File: src/rtl/ctr_pkg.sv
// Shared definitions for the counter family: count modes and the decoded per-edge operation.
package ctr_pkg;

  localparam int MODE_WRAP = 0;
  localparam int MODE_SAT  = 1;

  typedef enum logic [2:0] {
    OP_HOLD,
    OP_CLR,
    OP_LOAD,
    OP_UP,
    OP_DN
  } ctr_op_e;

endpackage

File: src/rtl/mod_updown_counter.sv
// Parametrised up/down modulo counter with programmable terminal value, wrap/saturate
// mode, synchronous clear/load, a one-cycle limit pulse and a sticky overflow flag.
module mod_updown_counter
  import ctr_pkg::*;
#(
  parameter int WIDTH     = 8,
  parameter int MODE      = MODE_WRAP,
  parameter int RESET_VAL = 0
) (
  input  logic             clk,
  input  logic             reset_n,
  input  logic             clr,
  input  logic             en,
  input  logic             load,
  input  logic [WIDTH-1:0] load_val,
  input  logic             up_dn,
  input  logic [WIDTH-1:0] max_val,
  input  logic             ovf_clr,
  output logic [WIDTH-1:0] count,
  output logic             wrap_p,
  output logic             ovf
);

  localparam logic [WIDTH-1:0] RST_V = WIDTH'(RESET_VAL);
  localparam logic [WIDTH:0]   ONE   = (WIDTH+1)'(1);
  localparam logic [WIDTH-1:0] ZERO  = '0;

  ctr_op_e          op;
  logic [WIDTH:0]   cnt_inc;
  logic [WIDTH:0]   cnt_dec;
  logic [WIDTH-1:0] cnt_nxt;
  logic             lim;
  logic             ovf_nxt;

  always_comb begin
    op = OP_HOLD;
    if (clr)       op = OP_CLR;
    else if (load) op = OP_LOAD;
    else if (en)   op = up_dn ? OP_UP : OP_DN;
  end

  // Extra bit: carry out on increment, borrow (count==0) on decrement.
  assign cnt_inc = {1'b0, count} + ONE;
  assign cnt_dec = {1'b0, count} - ONE;

  always_comb begin
    cnt_nxt = count;
    lim     = 1'b0;
    unique case (op)
      OP_HOLD: cnt_nxt = count;
      OP_CLR:  cnt_nxt = RST_V;
      OP_LOAD: cnt_nxt = (load_val > max_val) ? max_val : load_val;
      OP_UP: begin
        // count above a lowered max_val is treated as hitting the top limit
        if ((count >= max_val) || cnt_inc[WIDTH]) begin
          lim     = 1'b1;
          cnt_nxt = (MODE == MODE_SAT) ? max_val : ZERO;
        end else begin
          cnt_nxt = cnt_inc[WIDTH-1:0];
        end
      end
      OP_DN: begin
        if (count > max_val) begin
          cnt_nxt = max_val;
        end else if (cnt_dec[WIDTH]) begin
          lim     = 1'b1;
          cnt_nxt = (MODE == MODE_SAT) ? ZERO : max_val;
        end else begin
          cnt_nxt = cnt_dec[WIDTH-1:0];
        end
      end
      default: cnt_nxt = count;
    endcase
  end

  // A limit event on the same edge as ovf_clr keeps the flag set.
  assign ovf_nxt = lim | (ovf & ~ovf_clr);

  always_ff @(posedge clk or negedge reset_n) begin
    if (!reset_n) begin
      count  <= RST_V;
      wrap_p <= 1'b0;
      ovf    <= 1'b0;
    end else begin
      count  <= cnt_nxt;
      wrap_p <= lim;
      ovf    <= ovf_nxt;
    end
  end

endmodule

File: config.mk
export PLATFORM = sky130hd
export DESIGN_NAME = mod_updown_counter
export DESIGN_NICKNAME = d
export VERILOG_FILES = /design/src/rtl/ctr_pkg.sv /design/src/rtl/mod_updown_counter.sv
export SDC_FILE = /design/constraint.sdc
export NUM_CORES = 1
export LEC_CHECK = 0
export ABC_AREA = 1
export ABC_CLOCK_PERIOD_IN_PS = 2280
export BUFFER_PORTS_ARGS = -buffer_cell sky130_fd_sc_hd__clkbuf_2
export CAP_MARGIN = 25
export CORE_MARGIN = 2
export CORE_UTILIZATION = 45
export DETAILED_ROUTE_END_ITERATION = 10
export PLACE_DENSITY_LB_ADDON = 0.1
export SLEW_MARGIN = 20
export SYNTH_ARGS = -nofsm -noshare
export SYNTH_HDL_FRONTEND = slang
export SYNTH_SLANG_ARGS = --single-unit
export TNS_END_PERCENT = 1
File: constraint.sdc
create_clock -name clk -period 2.28 [get_ports clk]
set_input_delay 0.342 -clock clk [delete_from_list [all_inputs] [get_ports clk]]
set_output_delay 0.342 -clock clk [all_outputs]
set_load 0.01 [all_outputs]
## After elaboration in Yosys (flattened, before gate mapping)

Cells that the tools add are included.

| cells by class | value |
|---|---|
| $lt $le $gt $ge | 3 |
| equality and inequality tests | 4 |
| reduce and logical (&&, ||, !) cells | 2 |
| bitwise operators | 3 |
| add/subtract/negate cells | 2 |
| muxes and demuxes | 13 |

Operators with widths:

| cell | number |
|---|---|
| 8-bit 2-to-1 mux | 4 |
| 8-bit one-hot mux with 4 select lines | 1 |
| 8-bit > comparator | 2 |
| 3-bit 2-to-1 mux | 4 |
| 8-bit by 1-bit adder with 9-bit output (second input constant) | 1 |
| 8-bit by 1-bit subtractor with 9-bit output (second input constant) | 1 |
| 8-bit greater-or-equal comparator | 1 |
| 3-bit by 2-bit == test with 1-bit output (second input constant) | 2 |
| 4-bit nonzero test | 1 |
| 3-bit by 1-bit == test with 1-bit output (second input constant) | 1 |
| 3-bit == test (second input constant) | 1 |
| 1-bit 2-to-1 mux | 3 |
| 1-bit one-hot mux with 2 select lines | 1 |
| 1-bit AND | 1 |
| 1-bit logical OR | 1 |
| 1-bit inverter | 1 |
| 1-bit OR | 1 |

| storage, ports and cells | value |
|---|---|
| output and inout bits | 10 |
| bits in registers | 10 |
| logic and storage cells | 30 |
| input bits | 23 |

## Longest topological paths before layout

Gate-level depths: netlist (run 1).

| logic depth | value |
|---|---|
| depth in word-level cells | 7 |
| depth in mapped cells | 15 |
| gate-level depth less buffers | 14 |

## Worst setup path after synthesis (run 1)

Ideal clock, no wire load.

| path | value |
|---|---|
| kind | reg2reg |
| start point | register count[1] |
| end point | register count[6] |
| path buffers | 1 |
| period minus slack after synthesis | 1.661 ns |
| data required time | 2.150 ns |
| library setup time | 0.130 ns |
| stages on the path, launching flop included | 13 |
| setup slack | 0.619 ns |
| data arrival time | 1.531 ns |
| cell sequence | dfrtp_1 ha_1 nand2_1 nand2_1 nand2_1 nand2_1 nand2_2 nand2_4 buf_8 nand2_4 nand2_1 nand3_1 nand4_1 |

| between the ends | value |
|---|---|
| cells in the longest elaborated chain, start to end | 4 |
| elaborated cells between the ends (all ways) | 9 |
| classes of those cells | add/sub (2); order compare (2); mux (4); reduce/logical (1) |

Ends and longest elaborated chain:

| item | RTL line | source |
|---|---|---|
| from (decl) | mod_updown_counter.sv:19 | `output logic [WIDTH-1:0] count,` |
| from (signal assigned) | mod_updown_counter.sv:85 | `count <= cnt_nxt;` |
| 8-bit by 1-bit subtractor with 9-bit output (tied with other cells) | mod_updown_counter.sv:44 | `assign cnt_dec = {1'b0, count} - ONE;` |
| 8-bit 2-to-1 mux / 1-bit logical OR (equally long branches) | mod_updown_counter.sv:65, mod_updown_counter.sv:55 |  |
| 8-bit 2-to-1 mux (on tied branches) | mod_updown_counter.sv:63, mod_updown_counter.sv:55 |  |
| 8-bit one-hot mux with 4 select lines * | mod_updown_counter.sv:49 | `unique case (op)` |

Mark *: on every way between the ends. The rest lies on a longest branch, timed or not.
A chain may end at the register's enable or synchronous reset.

## Worst setup path in the final report (run 1)

| path | value |
|---|---|
| start point | register count[7] |
| end point | register count[3] |

Same word-level chain as after synthesis.

==> impl_metrics.csv, run 1 <==
group,metric,value,unit
outcome,run_status,"finished, final reports clean",
global_route,global_route.usage.met3,0.0423,
yosys,compound_gate_portion_of_the_synthesized_area,0.0536,
floorplan,row_count,21,
global_route,grt_pass1_vias,1590,
yosys,mappedNetlistNets,284,
sta,timing.setup.tns,0,ns
routing,avgRoutedWirePerCell,12.8,µm
routing,dr_total_vias,1675,
sta,max_clock_freq,556,MHz
sta,rsz0062_at_grt,"false",
yosys,synth_top_family_by_area,"simple AND/OR/NAND/NOR gates",
pwr,total_power,0.915,mW
global_route,gr-total-overflow,0,
worst_setup_path,timing.critical_path.fanout_max,10,
sta,fin_worst_skew,0.00564,ns
pwr,vdd.ir_drop.worst,0.346,mV
global_route,grt_start_max_net_pins,12,
yosys,synthTopCellsByCount,"58 x nand2_1, 47 x nand3_1, 34 x inv_1",
global_route,grt_use_total,0.225,
yosys,yosys.area_share.adder,0.140,
yosys,synth_area,1610,µm²
worst_setup_path,rr_endpoint,"count[3]",
routing,postRouteAntennaNets,0,
worst_setup_path,critical_path.endpoint_type,"flop",
yosys,synth.yosys.warnings,0,
min_path,worstHoldPathType,"primary input to flop",
yosys,yosys-mux-area-fraction,0,
global_route,grt_pass1_wl,7360,µm
routing,detailedRoute.firstPassIterationCount,4,
global_route,antenna_found_initial,0,
floorplan,die_y,63.8,µm
sta,layout_worst_path_cycle_share,0.790,
worst_setup_path,timing.critical_path.arrival,1.95,ns
worst_setup_path,reg2reg_depth,8,
cts,cts_tree,"built",
cts,clock_tree.buffer_depth,2,
worst_setup_path,r2r_slack,0.48,ns
routing,detail_route.vias_per_cell,5.11,
finish,regArea,250,µm²
finish,area_delta_synth_final,16.4,%
yosys,synth_cell_types,29,
floorplan,placeableCoreArea,3390,µm²
finish,fin_nets,324,
yosys,synth_xor_area_frac,0.0544,
floorplan,start_util,0.475,
cts,clock_sink_count,10,
routing,drc,0,
cts,clock_tree.htree_level_count,1,
yosys,postSynthAreaPerCell,6.63,µm²
finish,antenna_cells,0,
placed_design,gp_congestion,0.947,
yosys,synth-seq-cells,10,
cts,cts.clk_slew.worst_paths,0.07,ns
routing,routed_wirelength,4200,µm
worst_setup_path,crit_path_end,"count[3]",
cts,clk_latency,0.27,ns
global_route,grtUsageMet1,0.301,
sta,slew_headroom,0.652,
sta,layout_min_cycle_time,1.80,ns
placed_design,detailed_place_hpwl,3480,µm
pwr,power.static_leakage,1.05,nW
yosys,most_numerous_cell_in_the_yosys_netlist,"nand2_1",
yosys,post-synth-top-area-fraction,0.155,
floorplan,die-area,4070,µm²
pwr,powerDensity,488,nW/µm²
yosys,synth.yosys.seq_area_share,0.155,
sta,final-setup-viol-count,0,
sta,slew_viol_final,0,
floorplan,die_w,63.8,µm
sta,finalHoldViolCount,0,
floorplan,ports,33,
global_route,grtUsageMet2,0.380,
worst_setup_path,startpoint,"count[7]",
worst_setup_path,critical_path_class,"flop to flop",
yosys,share_of_async_settable_or_async_resettable_flops_after_synthesis,1.00,
placed_design,io_buffers,32,
cts,cts_inserted_buffers,3,
yosys,synth.largest_area_cell,"dfrtp_1",
yosys,dominantRegCellSynth,"dfrtp_1",
yosys,synth_enable_flop_cells,0,
run,max_cap_violations,0,
sta,worst_slew_pin_slew,0.520,ns
worst_setup_path,critical_path.reg2reg.startpoint,"count[7]",
yosys,netlist_top_cells_area,"dfrtp_1 16%, nand3_1 15%, ha_1 14%, nand2_1 14%, inv_1 7.9%",
cts,clk_root_buf,"clkbuf_4",
routing,drt_iter0_markers,86,
global_route,busiest_layer,"met2",
yosys,netlist_instances,243,
finish,multi_input_comb_area,1160,µm²
worst_setup_path,worstSetupStartpointType,"flop",
finish,share_of_post_route_cells_with_drive_strength_above_1,0.255,
finish,fillCellCount,367,
yosys,post_synth_and_or_nand_nor_area_fraction,0.473,
worst_setup_path,critPathRequiredTime,2.43,ns
==> how the worst min path moves through the flow <==
| stage | cells past startpoint | slack [ns] | start | endpoint |
|---|---|---|---|---|
| 3_5_place_dp | 1 | 0.24 | reset_n | wrap_p |
| 5_1_grt | 2 | 0.27 | ovf_clr | ovf |
| 3_3_place_gp | 1 | 0.24 | reset_n | wrap_p |
| 2_1_floorplan | 0 | 0.05 | reset_n | count[0] |
| 6_report | 2 | 0.26 | ovf_clr | ovf |
| 4_1_cts | 2 | 0.26 | ovf_clr | ovf |
==> placed cells by master (no fill, tap or decap), drive strengths merged <==
master	instances
o21ai	8
a21oi	4
clkinv	1
inv	39
xor2	9
dfrtp	10
clkbuf	36
a21o	2
dlygate4sd3	1
nor3	3
nor2	16
nand3	48
ha	18
xnor2	1
o211ai	1
buf	6
nand4	11
nand2	68
==> logic make-up after synthesis <==
kind of cell	count (synthesis)
flops	10
fa+ha+maj	18
buf+inv	44
compound gates	15
simple gates	146
xor+xnor	10
==> registers in the layout, indices dropped and copies added (netlist names) <==
| name | count |
|---|---|
| wrap_p | 1 |
| ovf | 1 |
| count | 8 |
==> cell type report <==
class | instances | share of cell area
repair buffers | 39 | 0.115
flip-flops and latches | 10 | 0.134
clock buffers | 4 | 0.0194
inverters | 40 | 0.0821
multi-input cells | 189 | 0.619
well taps | 46 | 0.0307
==> report_power, final <==
part           switching (mW)  total [mW]  internal (mW)
logic                   0.334       0.532          0.198
clock network          0.0680       0.165         0.0971
registers              0.0217       0.218          0.196
total                   0.424       0.915          0.491
==> metrics by stage <==
stage / hold slack, ns / instances / util / area (µm²) / worst slack, ns
final: 0.261 / 328 / 0.553 / 1870 / 0.480
after global routing: 0.271 / 328 / 0.553 / 1870 / 0.288
after CTS: 0.259 / 328 / 0.553 / 1870 / 0.501
after detailed placement: 0.239 / 323 / 0.539 / 1830 / 0.399
after global placement: 0.241 / 323 / 0.539 / 1830 / 0.418
after floorplan: 0.0464 / 243 / - / 1610 / 0.619
==> routing by layer <==
| layer | part of all wire | up-vias | wire length (µm) |
|---|---|---|---|
| li1 | - | 880 | - |
| met1 | 0.47 | 753 | 1970 |
| met3 | 0.048 | 4 | 203 |
| met4 | 0.011 | 0 | 47 |
| met5 | 0 | - | 0 |
| met2 | 0.47 | 38 | 1980 |
==> worst max-delay path, stage by stage (launching register included) <==
cell	delay, ns
dfrtp_1	0.46
ha_1	0.32
nand2_1	0.10
nor2_4	0.17
nand4_4	0.20
nand2_4	0.20
nand2_1	0.07
nand3_1	0.09
nand4_1	0.08
==> timing repair <==
item / 4_1_cts / 5_1_grt
hold buffers: 1 / 0
endpoints found under the setup margin: 0 / 0
hold endpoints to repair: 10 / 0
setup buffers: 0 / 0
resized for setup: 0 / 0
(Power assumes the default switching activity.)
==> run 2: changes to the inputs <==
- ABC_CLOCK_PERIOD_IN_PS: 2280 -> 1600
- clock period: 2.28 -> 1.6 ns (I/O delays scaled with it)
==> run 2 against run 1 <==
  * Largest power group unchanged
  * The run now ends with negative setup slack left
  * Utilization rose by 8.1 points
  * Die area stayed put
  * First-iteration DRC count rose by 8.1%
  * Clock-buffer cell count stayed put
  * Clock power grew 51%
  * Largest cell class unchanged
  * Critical path depth up 2
  * Combinational power is 67% higher
==> impl_metrics.csv, run 2 (synthesis results as in run 1) <==
group,metric,value,unit
outcome,run_status,"finished with violations",
outcome,violations_in_the_final_reports,"negative setup slack",
floorplan,die-area,4070,µm²
sta,finalHoldViolCount,0,
global_route,grt_use_total,0.236,
routing,drt_iter0_markers,93,
sta,slew_headroom,0.647,
floorplan,die_w,63.8,µm
finish,largestRegisters,"count (8), ovf (1), wrap_p (1)",
global_route,grt_pass1_wl,7680,µm
sta,max_clock_freq,607,MHz
routing,detailedRoute.firstPassIterationCount,4,
sta,layout_worst_path_cycle_share,1.03,
worst_setup_path,slowest_stage,"dfrtp_1",
global_route,grt_pass1_vias,1752,
worst_setup_path,cp_num_buf_inv,1,
pwr,power_frac_seq,0.215,
placed_design,gp_congestion,0.925,
placed_design,dp.cells,342,
worst_setup_path,timing.critical_path.arrival,1.87,ns
global_route,grt_start_max_net_pins,11,
placed_design,io_buffers,32,
pwr,combinational_fraction_of_design_power,0.613,
pwr,sw_frac_of_total,0.453,
sta,final-setup-viol-count,8,
global_route,gr-total-overflow,0,
cts,clock_tree.htree_level_count,1,
cts,cts_tree,"built",
cts,cts_inserted_buffers,3,
worst_setup_path,critical_path.endpoint_type,"flop",
worst_setup_path,timing.critical_path.max_delay_family,"simple AND/OR/NAND/NOR gates",
worst_setup_path,worstSetupStartpointType,"flop",
min_path,worstHoldPathType,"primary input to flop",
sta,timing.setup.tns,-0.289,ns
cts,clock_sink_count,10,
worst_setup_path,timing.critical_path.fanout_max,8,
worst_setup_path,critical_path.most_common_cell,"nand2_1",
floorplan,placeableCoreArea,3390,µm²
floorplan,die_y,63.8,µm
routing,dr_total_vias,1746,
sta,fin_worst_skew,0.00419,ns
run,max_cap_violations,0,
finish,number_of_flip_flops_in_the_largest_register,8,
sta,slew_viol_final,0,
finish,fin_cells,351,
cts,clock_tree.buffer_depth,2,
finish,most_common_cell_after_layout_fill_and_taps_aside,"nand2_1",
finish,antenna_cells,0,
finish,share_of_post_route_cells_with_drive_strength_above_1,0.357,
worst_setup_path,crit_chain,"ha_1 -> nand2_1 -> inv_2 -> nand2_1 -> nand2_1 -> nand2_2 -> nand2_4 -> nor2_4 -> nand3_1 -> nand4_1",
sta,setup_slack,-0.0487,ns
cts,cts.clk_slew.worst_paths,0.08,ns
routing,avgRoutedWirePerCell,12.4,µm
pwr,power.clock.fraction,0.172,
finish,fin_nets,347,
pwr,power.static_leakage,1.16,nW
floorplan,ports,33,
routing,postRouteAntennaNets,0,
finish,mostFrequentLayoutCells,"57 x nand2_1, 46 x nand3_1, 33 x inv_1",
pwr,powerDensity,674,nW/µm²
sta,whs,0.150,ns
pwr,vdd.ir_drop.worst,0.437,mV
sta,worst_slew_pin_slew,0.527,ns
worst_setup_path,critical_path_class,"flop to flop",
floorplan,row_count,21,
pwr,total_power,1.45,mW
pwr,total_switching_power,0.656,mW
routing,drc,0,
worst_setup_path,critPathRequiredTime,1.82,ns
placed_design,detailed_place_hpwl,3580,µm
global_route,antenna_found_initial,0,
cts,clk_latency,0.28,ns
sta,rsz0062_at_grt,"true",
cts,clk_root_buf,"clkbuf_4",
pwr,cellInternalPower,0.793,mW
finish,regMostFlops,"count",
floorplan,start_util,0.475,
worst_setup_path,cp_slowest_stage_delay,0.40,ns
routing,routed_wirelength,4340,µm
routing,detail_route.vias_per_cell,4.97,
sta,layout_min_cycle_time,1.65,ns
finish,area_delta_synth_final,33.4,%
run 2: cell count changes in the layout (fill, tap and decap cells not counted), sizes merged:
| cell | before | now |
|---|---|---|
| buf | 6 | 28 |
| nand2 | 68 | 69 |
run 2: final timing paths:
kind	from	to	slack (ns)	cells after the start
min reg2reg	ovf	ovf	0.58	2
max	count[3]	count[1]	-0.05	10
min	ovf_clr	ovf	0.15	2
max reg2reg	count[3]	count[1]	-0.05	10
min in group asynchronous	reset_n	count[7]	0.36	2
max in group asynchronous	reset_n	count[1]	1.00	2
run 2: final cells by class:
cell class	instances	area (µm²)
Multi-Input combinational cell	190	1250
Timing Repair Buffer	61	393
Sequential cell	10	256
Inverter	40	154
Fill cell	331	1240
Clock buffer	4	36.3
Tap cell	46	57.6
run 2: power groups by stage:
stage | Clock [mW] | Sequential (mW) | Combinational [mW]
floorplan | 0 | 0.339 | 0.571
detailed placement | 0 | 0.316 | 0.848
CTS | 0.251 | 0.311 | 0.880
global placement | 0 | 0.316 | 0.837
finish | 0.249 | 0.311 | 0.889
global route | 0.269 | 0.316 | 1.00
run 2: metrics by stage:
| step | area [µm²] | util | worst slack, ns |
|---|---|---|---|
| after global routing | 2150 | 0.634 | -0.166 |
| after detailed placement | 2040 | 0.602 | -0.108 |
| after floorplan | 1670 | - | 0.00196 |
| after CTS | 2130 | 0.629 | -0.0166 |
| final | 2150 | 0.634 | -0.0487 |
| after global placement | 2040 | 0.602 | -0.0984 |
run 2: repair_timing:
| action | 4_1_cts | 5_1_grt |
|---|---|---|
| cloned | 1 | 0 |
| buffers inserted | 3 | 0 |
| endpoints found under the hold margin | 10 | 0 |
| hold buffers | 1 | 0 |
| pin swaps | 3 | 1 |
| gates resized for setup | 3 | 4 |
| endpoints found under the setup margin | 8 | 10 |
run 2: per-layer routing:
| layer | GRT usage | wire length, µm | vias to the layer above |
|---|---|---|---|
| met4 | 0.0353 | 34 | 0 |
| met3 | 0.0423 | 247 | 4 |
| met1 | 0.303 | 1970 | 756 |
| met2 | 0.415 | 2090 | 59 |
| li1 | - | - | 927 |
| met5 | 0 | 0 | - |
run 2: worst reg2reg max path, stage by stage (launching register included):
cell and delay (ns):
dfrtp_1 0.40, ha_1 0.29, nand2_1 0.08, inv_2 0.05, nand2_1 0.06, nand2_1 0.06
nand2_2 0.10, nand2_4 0.11, nor2_4 0.23, nand3_1 0.11, nand4_1 0.10
